[config.mk]
export PLATFORM = sky130hd
export DESIGN_NAME = fpu_invsqrt_arbiter
export DESIGN_NICKNAME = d
export VERILOG_FILES = /design/src/rtl/fpu_invsqrt_arbiter.sv
export SDC_FILE = /design/constraint.sdc
export NUM_CORES = 1
export LEC_CHECK = 0
export ABC_AREA = 1
export ABC_CLOCK_PERIOD_IN_PS = 2080
export CAP_MARGIN = 15
export CORE_MARGIN = 2
export CORE_UTILIZATION = 37
export DETAILED_ROUTE_END_ITERATION = 8
export PLACE_DENSITY_LB_ADDON = 0.2
export SETUP_SLACK_MARGIN = 0.1
export SYNTH_ARGS = -nofsm -noshare
export SYNTH_HDL_FRONTEND = slang
export SYNTH_SLANG_ARGS = --single-unit
[constraint.sdc]
create_clock -name iCLK -period 2.08 [get_ports iCLK]
set_input_delay 0.312 -clock iCLK [delete_from_list [all_inputs] [get_ports iCLK]]
set_output_delay 0.312 -clock iCLK [all_outputs]
set_load 0.05 [all_outputs]
[src/rtl/fpu_invsqrt_arbiter.sv]
`default_nettype none
// ============================================================================
// Module   : fpu_invsqrt_arbiter
// Purpose  : Round-robin sharing of one pipelined FP inverse-square-root unit
//            among N requesters. Issues at most one operand per clock, tags
//            each operation with its requester index, and routes the result
//            back with a one-cycle done pulse.
// Revision : 1.0  initial release
// ============================================================================
module fpu_invsqrt_arbiter #(
    parameter int N        = 4,
    parameter int PIPE_LAT = 4,
    parameter int IDX_W    = $clog2(N)
) (
    input  logic              iCLK,
    input  logic              iRST_N,
    input  logic [N-1:0]      iReq,
    input  logic [32*N-1:0]   iOperand,
    output logic [N-1:0]      oGrant,
    output logic [31:0]       oPipeA,
    input  logic [31:0]       iPipeResult,
    output logic [31:0]       oResult,
    output logic [N-1:0]      oDone,
    output logic [N-1:0]      oPending,
    output logic              oBusy
);

    // Requester count widened by one bit so index sums can be wrapped without overflow.
    localparam logic [IDX_W:0] c_n = (IDX_W+1)'(N);

    // Issue register
    logic                 issue_vld_q, issue_vld_d;
    logic [IDX_W-1:0]     issue_idx_q, issue_idx_d;
    logic [31:0]          issue_op_q,  issue_op_d;

    // Tag shift register tracking in-flight operations alongside the pipe
    logic [PIPE_LAT-1:0]  tag_vld_q, tag_vld_d;
    logic [IDX_W-1:0]     tag_idx_q [PIPE_LAT];
    logic [IDX_W-1:0]     tag_idx_d [PIPE_LAT];

    // Arbitration and per-requester bookkeeping
    logic [IDX_W-1:0]     rr_ptr_q,  rr_ptr_d;
    logic [N-1:0]         grant_q,   grant_d;
    logic [N-1:0]         done_q,    done_d;
    logic [N-1:0]         pending_q, pending_d;
    logic [31:0]          result_q,  result_d;

    // Combinational helpers
    logic [N-1:0]         w_elig;
    logic                 w_win_vld;
    logic [IDX_W-1:0]     w_win_idx;
    logic [IDX_W:0]       w_cand;
    logic [IDX_W:0]       w_rr_nxt;
    logic                 w_ret_vld;
    logic [IDX_W-1:0]     w_ret_idx;

    // Pick the first eligible requester scanning upward from rr_ptr with wrap.
    // Eligibility uses the registered pending bits, so a requester retiring on
    // this edge cannot be re-granted on the same edge.
    always_comb begin
        w_elig    = iReq & ~pending_q;
        w_win_vld = 1'b0;
        w_win_idx = '0;
        w_cand    = '0;
        for (int i = 0; i < N; i++) begin
            w_cand = {1'b0, rr_ptr_q} + (IDX_W+1)'(i);
            if (w_cand >= c_n) begin
                w_cand = w_cand - c_n;
            end
            if (!w_win_vld && w_elig[w_cand[IDX_W-1:0]]) begin
                w_win_vld = 1'b1;
                w_win_idx = w_cand[IDX_W-1:0];
            end
        end
    end

    // Issue register, grant pulse and round-robin pointer update.
    always_comb begin
        issue_vld_d = w_win_vld;
        issue_idx_d = w_win_idx;
        issue_op_d  = w_win_vld ? iOperand[{w_win_idx, 5'b00000} +: 32] : issue_op_q;
        grant_d     = '0;
        w_rr_nxt    = {1'b0, w_win_idx} + {{IDX_W{1'b0}}, 1'b1};
        if (w_rr_nxt >= c_n) begin
            w_rr_nxt = '0;
        end
        rr_ptr_d    = rr_ptr_q;
        if (w_win_vld) begin
            grant_d[w_win_idx] = 1'b1;
            rr_ptr_d           = w_rr_nxt[IDX_W-1:0];
        end
    end

    // Tag pipeline: entry 0 follows the issue register, last entry lines up with iPipeResult.
    always_comb begin
        tag_vld_d[0] = issue_vld_q;
        tag_idx_d[0] = issue_idx_q;
        for (int i = 1; i < PIPE_LAT; i++) begin
            tag_vld_d[i] = tag_vld_q[i-1];
            tag_idx_d[i] = tag_idx_q[i-1];
        end
    end

    // Retire: capture the pipe result, pulse done, and release the requester.
    always_comb begin
        w_ret_vld = tag_vld_q[PIPE_LAT-1];
        w_ret_idx = tag_idx_q[PIPE_LAT-1];
        done_d    = '0;
        result_d  = result_q;
        if (w_ret_vld) begin
            done_d[w_ret_idx] = 1'b1;
            result_d          = iPipeResult;
        end
        pending_d = (pending_q & ~done_d) | grant_d;
    end

    // State registers with synchronous active-low reset; in-flight work is discarded.
    always_ff @(posedge iCLK) begin
        if (!iRST_N) begin
            issue_vld_q <= 1'b0;
            issue_idx_q <= '0;
            issue_op_q  <= 32'h0;
            tag_vld_q   <= '0;
            for (int i = 0; i < PIPE_LAT; i++) begin
                tag_idx_q[i] <= '0;
            end
            rr_ptr_q    <= '0;
            grant_q     <= '0;
            done_q      <= '0;
            pending_q   <= '0;
            result_q    <= 32'h0;
        end else begin
            issue_vld_q <= issue_vld_d;
            issue_idx_q <= issue_idx_d;
            issue_op_q  <= issue_op_d;
            tag_vld_q   <= tag_vld_d;
            for (int i = 0; i < PIPE_LAT; i++) begin
                tag_idx_q[i] <= tag_idx_d[i];
            end
            rr_ptr_q    <= rr_ptr_d;
            grant_q     <= grant_d;
            done_q      <= done_d;
            pending_q   <= pending_d;
            result_q    <= result_d;
        end
    end

    assign oGrant   = grant_q;
    assign oPipeA   = issue_vld_q ? issue_op_q : 32'h0;
    assign oResult  = result_q;
    assign oDone    = done_q;
    assign oPending = pending_q;
    assign oBusy    = issue_vld_q | (|tag_vld_q);

endmodule
`default_nettype wire

## After elaboration in Yosys (flattened, before gate mapping)

Memories as Yosys holds them, arrays and structs flattened.
Cells that the tools add are included.

- Register bits: 85
- Output and inout bits: 77
- Bits in writable memories: 8
- Memories kept: 1
- Word-level logic and storage cells: 85

- Shifts and indexed selects: 1
- Reduce and logical (&&, ||, !) cells: 9
- Muxes and demuxes: 34
- $add $sub $neg: 8
- Bitwise logic cells: 10
- Magnitude comparators: 13

Memory list:

| name | words | bits a word | rd ports | clocked after Yosys merged registers in | wr ports | line | RTL |
|---|---|---|---|---|---|---|---|
| tag_idx_q | 4 | 2 | 4 | 0 | 4 | 38 | `logic [IDX_W-1:0] tag_idx_q [PIPE_LAT];` |

Operators with widths:

| cell | number |
|---|---|
| $shiftx A128 B8 Y32 | 1 |
| $mux W32 | 1 |
| $mux W2 | 13 |
| $lt A2 B3 Y1 const B | 6 |
| $ge A3 B3 Y1 const B | 4 |
| $mux W1 | 12 |
| $and A4 B4 Y4 | 2 |
| $bmux W1 S2 | 4 |
| $mux W4 | 2 |
| $not A4 Y4 | 2 |
| $sub A2 B1 Y2 const B | 4 |
| $add A2 B1 Y3 const B | 2 |
| $add A2 B2 Y3 const B | 2 |
| $logic_and A1 B1 Y1 | 5 |
| $or A1 B1 Y1 | 5 |
| $demux W1 S2 | 2 |
| $ge A2 B1 Y1 const B | 2 |
| $or A4 B4 Y4 | 1 |
| $reduce_or A4 Y1 | 1 |
| $ge A2 B3 Y1 const B | 1 |
| $logic_not A1 Y1 | 3 |

## Depth between registers and ports, before layout

- Word-level depth: 20
- Gate-level depth with buffers: 16
- Gate-level depth less buffers: 14

## Worst setup path before layout

No wires, ideal clock.

- Kind: reg2reg
- From: reg pending_q[3], in the netlist oPending[3]
- To: reg rr_ptr_q[1]
- Buffers on the path: 1
- Cell stages (with the launch flop): 13
- Clock period less this slack: 2.233 ns
- Slack: -0.153 ns
- Required time: 1.959 ns
- Arrival time: 2.112 ns
- Cells stage by stage: dfxtp_1 inv_1 nand3_1 nand3_1 nand2_1 nand4_1 nand2_4 nand2_4 inv_2 buf_4 ha_1 o21ai_0 a21oi_1

- Word-level cells in the longest chain between the ends: 17

RTL lines:

| item | line | RTL |
|---|---|---|
| start, declared | 45 | `logic [N-1:0] pending_q, pending_d;` |
| start signal, assigned | 143 | `pending_q <= pending_d;` |
| $not A4 Y4 (*) | 61 | `w_elig = iReq & ~pending_q;` |
| $and A4 B4 Y4 (*) | 61 |  |
| $bmux W1 S2 | 70 | `if (!w_win_vld && w_elig[w_cand[IDX_W-1:0]]) begin` |
| $mux W1 (implied by the code) | 70 |  |
| $mux W1 | 70 |  |
| $logic_not A1 Y1 | 70 |  |
| $logic_and A1 B1 Y1 | 70 |  |
| $mux W1 | 70 |  |
| [... 2 more ...] | -- |  |
| $mux W1 | 70 |  |
| $logic_not A1 Y1 | 70 |  |
| $logic_and A1 B1 Y1 | 70 |  |
| $mux W2 (*) | 70 |  |
| $add A2 B1 Y3 (*) | 83 | `w_rr_nxt = {1'b0, w_win_idx} + {{IDX_W{1'b0}}, 1'b1};` |
| $ge A3 B3 Y1 | 84 | `if (w_rr_nxt >= c_n) begin` |
| $mux W2 (*) | 84 |  |
| named net w_rr_nxt[1] | 53 | `logic [IDX_W:0] w_rr_nxt;` |
| end signal, assigned | 140 | `rr_ptr_q <= rr_ptr_d;` |
| end, declared | 42 | `logic [IDX_W-1:0] rr_ptr_q, rr_ptr_d;` |

Mark *: on every way through the listed nets, which the timed path passes. The rest lies on a longest branch. The select of a mux whose other input is x is not followed.
A chain may end at the register's enable or synchronous reset.

## Worst setup path after layout

- From: reg rr_ptr_q[0]
- To: reg rr_ptr_q[1]

- Word-level cells in the longest chain between the ends: 17

RTL lines:

| item | line |
|---|---|
| parallel branches: the longest is 13 deep, another holds $add A2 B1 Y3 | -- |
| $mux W2 (*) | 70 |
| $add A2 B1 Y3 (*) | 83 |
| $ge A3 B3 Y1 | 84 |
| $mux W2 (*) | 84 |
| named net w_rr_nxt[1] | 53 |

Mark *: on every way through the listed nets, which the timed path passes. The select of a mux whose other input is x is not followed.

==> results.txt <==
The run finished, with violations left. The checks that failed: setup timing. The final hold violation count was 0; the sequential element share of the synthesized area was 36.6%. Cell type with the largest total area after synthesis: sky130_fd_sc_hd__dfxtp_1. For the worst setup path, the data required time is 2.31 ns. Once detailed placement completed, the half-perimeter wirelength came to 12,400 µm. Final worst clock skew: 0.00878 ns. In the post-synthesis netlist, the cell with the most instances is sky130_fd_sc_hd__nand2_1. The die span in x is 121 µm, and the power density over the cells is 1650 mW/mm². The fraction of registers with async set or reset after synthesis is 0%, and the simple-gate area share of the yosys netlist is 40.7%. The most instantiated flip-flop cell in the synthesis netlist was sky130_fd_sc_hd__dfxtp_1.

Entering global routing, the biggest net connects 38 pins. Critical path startpoint category: a flop. The maximum vdd drop is 1.07 mV, and the critical path data arrival time is 2.33 ns.

The count of fill cells added during filler insertion came out at 1,132. The path class of the lowest-slack min-delay path was input port to flop. The tools report the root buffer cell as sky130_fd_sc_hd__clkbuf_16. The tree built by TritonCTS fans out to 93 sinks.

The average footprint of a synthesized cell was 6.21 µm²; the xor-xnor portion of the synthesized cell area was 0%. Wire length of the first global-routing pass: 26,600 µm. The tools report the effective utilization at floorplan as 38.1%. TritonCTS built the clock tree. The run gives 2 as the number of antenna violations at the first check in global routing. The tightest hold path in the finished design has a slack of 0.356 ns.

Buffers placed on the I/O ports in this run total 242. The post-layout minimum cycle time came out at 2.09 ns. After floorplanning, the core was sized to cover 0.0133 mm². Detailed routing inserted a total of 5,918 vias. Ranked by total cell area, the synthesized netlist is headed by sky130_fd_sc_hd__dfxtp_1 37%, sky130_fd_sc_hd__nand3_1 14%, sky130_fd_sc_hd__nand2_1 13%.

The total global routing overflow is 0, and the total die area is 0.0147 mm². In this run, the number of DRC markers left after iteration 0 of detailed routing was 341. The main combinational cell family by area after synthesis is simple AND/OR/NAND/NOR gates.

When the netlist entered floorplanning its net count stood at 986. Max-cap violations in this run came to 0. For the pin with the worst max-slew slack, the measured transition is 0.521 ns.

The repair_antennas step left the layout with diodes totalling 0. The total setup violations reported at the end of the flow came out at 2. Setup repair after global routing could not meet its margin everywhere. In the final layout, the share of cells above drive strength 1 is 16.6%. Of all nets on the critical path, the largest fanout is 8.

For this run, the number of Yosys warnings is 0. The number of buffers created by CTS was 9; the area fraction in compound gates after synthesis was 7.23%. The run gives 17,900 µm as the final routed wirelength across all metal layers.

The logs give -0.01 ns for the slack of the worst reg-to-reg path and 0.00275 mm² for the footprint of the multi-input gates. The worst pin sits at a relative slew slack of 65.2%. The share of the clock period used by the worst path was 101%. The H-tree generated during clock tree synthesis spans 3 levels. The portion of synthesized area spent on multiplexers is 0%. The logs give 243 for the number of placed I/O pins and 0.00905 mm² for the final standard cell area without fillers. The top cell type by area accounts for 36.6% of the synthesized area. The average wire length per cell after detail routing came out at 14.3 µm. Using the TritonRoute via totals, the vias-per-cell ratio works out to 4.73. The sequential cells in the finished layout cover a total of 0.00188 mm². The run gives 0.905 as the global placer's final weighted congestion.

The critical path is of the flop to flop type. Relative to the synthesized area, the layout overhead comes to 77.9%. In the routed design, unresolved DRC markers number 0.

Timing would allow up to 478 MHz. The leakage power figure was 0.00449 µW; the area of the mapped netlist was 0.00509 mm². The initialized floorplan defines 42 standard-cell rows.

The unique cell type count in the Yosys netlist was 27; the clock transition at the register clock pins on the worst setup and hold paths after CTS was 0.07 ns. The remaining antenna violation count is 0, and the final net count is 1,238. The clock latency on the worst-skew pair is 0.34 ns, and the post-synthesis adder-cell area fraction is 0.246%.

In this run the deepest clock path goes through 2 buffers. In this run, synthesis inferred 0 flip-flops with an integrated enable. Synthesis inferred 93 register bits.

The number of search-and-repair iterations in the first detailed-routing pass came out at 5. Global routing used 22.7% of the available tracks. The total cell area at the placement stage was 0.00811 mm²; the vertical die dimension was 121 µm. Counting every instance in the synthesized netlist gives 819. The tools report the critical path endpoint category as a flop. The final critical-path setup slack came out at -0.0124 ns. The number of max-slew violations in the final report was 0.

The commonest cells after synthesis are 171 x sky130_fd_sc_hd__nand2_1, 146 x sky130_fd_sc_hd__nand3_1, 142 x sky130_fd_sc_hd__nor2_1. The number of global-route vias before repair is 5,407.
==> through the flow <==
stage,setup TNS (ns),cells,setup slack [ns],utilization [%],total power (µW)
global route,-1.66,1252,-0.134,67.8,15900
finish,-0.0215,1252,-0.0124,67.8,14900
floorplan,0,819,0.106,-,8200
CTS,0,1246,0.0597,64.4,13100
global placement,-5.03,1222,-0.196,60.8,10800
detailed placement,-6.68,1222,-0.229,60.8,10900
==> layout by cell type (no fill, tap or decap), types with 2 or more instances in the layout <==
master                              n
sky130_fd_sc_hd__nand3_1          119
sky130_fd_sc_hd__o21ai_0           61
sky130_fd_sc_hd__nor2_4             2
sky130_fd_sc_hd__nor2_1           135
sky130_fd_sc_hd__dfxtp_1           87
sky130_fd_sc_hd__clkinvlp_4         2
sky130_fd_sc_hd__inv_4              2
sky130_fd_sc_hd__inv_2              3
sky130_fd_sc_hd__a21oi_1            4
sky130_fd_sc_hd__dfxtp_2            2
sky130_fd_sc_hd__clkinv_2           2
sky130_fd_sc_hd__nor2_2             8
sky130_fd_sc_hd__buf_12            43
sky130_fd_sc_hd__clkdlybuf4s50_1  208
sky130_fd_sc_hd__inv_1            116
sky130_fd_sc_hd__a21oi_2            2
sky130_fd_sc_hd__o21ai_1            4
sky130_fd_sc_hd__buf_6             13
sky130_fd_sc_hd__dfxtp_4            4
sky130_fd_sc_hd__buf_4             23
sky130_fd_sc_hd__nand2_2            8
sky130_fd_sc_hd__nand3_2           26
sky130_fd_sc_hd__nand2_4            8
sky130_fd_sc_hd__clkbuf_16         15
sky130_fd_sc_hd__nand2_1          159
sky130_fd_sc_hd__nand3_4            7
==> metal layers <==
| metal | GRT usage [%] | vias up | wire length, µm |
|---|---|---|---|
| met2 | 39.4 | 233 | 8960 |
| met5 | 0 | - | 30 |
| li1 | - | 3038 | - |
| met4 | 6.97 | 4 | 310 |
| met3 | 5.45 | 27 | 1350 |
| met1 | 27.8 | 2616 | 7290 |
==> logic make-up after synthesis <==
group | Yosys count
AOI/OAI and AO/OA | 72
adders and majority gates | 1
buffers and inverters | 176
and+or+nand+nor | 477
DFF | 93
==> worst max-delay path: stages (launching register included) <==
cell and delay (ns):
sky130_fd_sc_hd__dfxtp_2 0.33, sky130_fd_sc_hd__buf_12 0.14, sky130_fd_sc_hd__clkinv_8 0.07, sky130_fd_sc_hd__nand2_4 0.05, sky130_fd_sc_hd__nand2_4 0.09, sky130_fd_sc_hd__nand3_4 0.08
sky130_fd_sc_hd__nand2_4 0.09, sky130_fd_sc_hd__buf_6 0.12, sky130_fd_sc_hd__nor2_4 0.04, sky130_fd_sc_hd__nor2_2 0.11, sky130_fd_sc_hd__nand2_4 0.09, sky130_fd_sc_hd__nand2_8 0.14
sky130_fd_sc_hd__inv_4 0.07, sky130_fd_sc_hd__ha_1 0.30, sky130_fd_sc_hd__o21ai_0 0.19, sky130_fd_sc_hd__a21oi_1 0.06
==> power by group <==
group	internal, µW	total, µW	switching (µW)
clock network	882	1590	707
logic	4760	10900	6130
registers	2220	2410	191
==> final timing paths <==
check / startpoint / to / depth (start not counted)
max: rr_ptr_q[0]$_SDFFE_PN0P_ / rr_ptr_q[1]$_SDFFE_PN0P_ / 15
min: iRST_N / tag_idx_q[0][1]$_SDFF_PN0_ / 3
min reg2reg: tag_idx_q[0][0]$_SDFF_PN0_ / tag_idx_q[1][0]$_SDFF_PN0_ / 2
max reg2reg: rr_ptr_q[0]$_SDFFE_PN0P_ / rr_ptr_q[1]$_SDFFE_PN0P_ / 15
==> timing repair <==
item | in CTS | in global routing
setup endpoints to repair | 37 | 40
gates cloned | 1 | 7
hold buffers | 0 | 0
buffers inserted | 7 | 0
gates resized for setup | 29 | 71
pin swaps | 10 | 19
==> layout make-up <==
class,count,area share [%]
clock inverter,5,0.373
multi-input combinational,550,30.4
tap,176,2.43
sequential,93,20.8
timing repair buffer,295,38.0
clock buffer,11,2.81
inverter,122,5.25
==> sequential cells by signal, summed over array words and instances (netlist names) <==
register	cells
rr_ptr_q	2
oResult	32
oGrant	4
tag_vld_q	4
issue_idx_q	2
oPending	4
tag_idx_q	8
oDone	4
issue_vld_q	1
issue_op_q	32
Note: power is estimated with default switching activity, not from simulation.
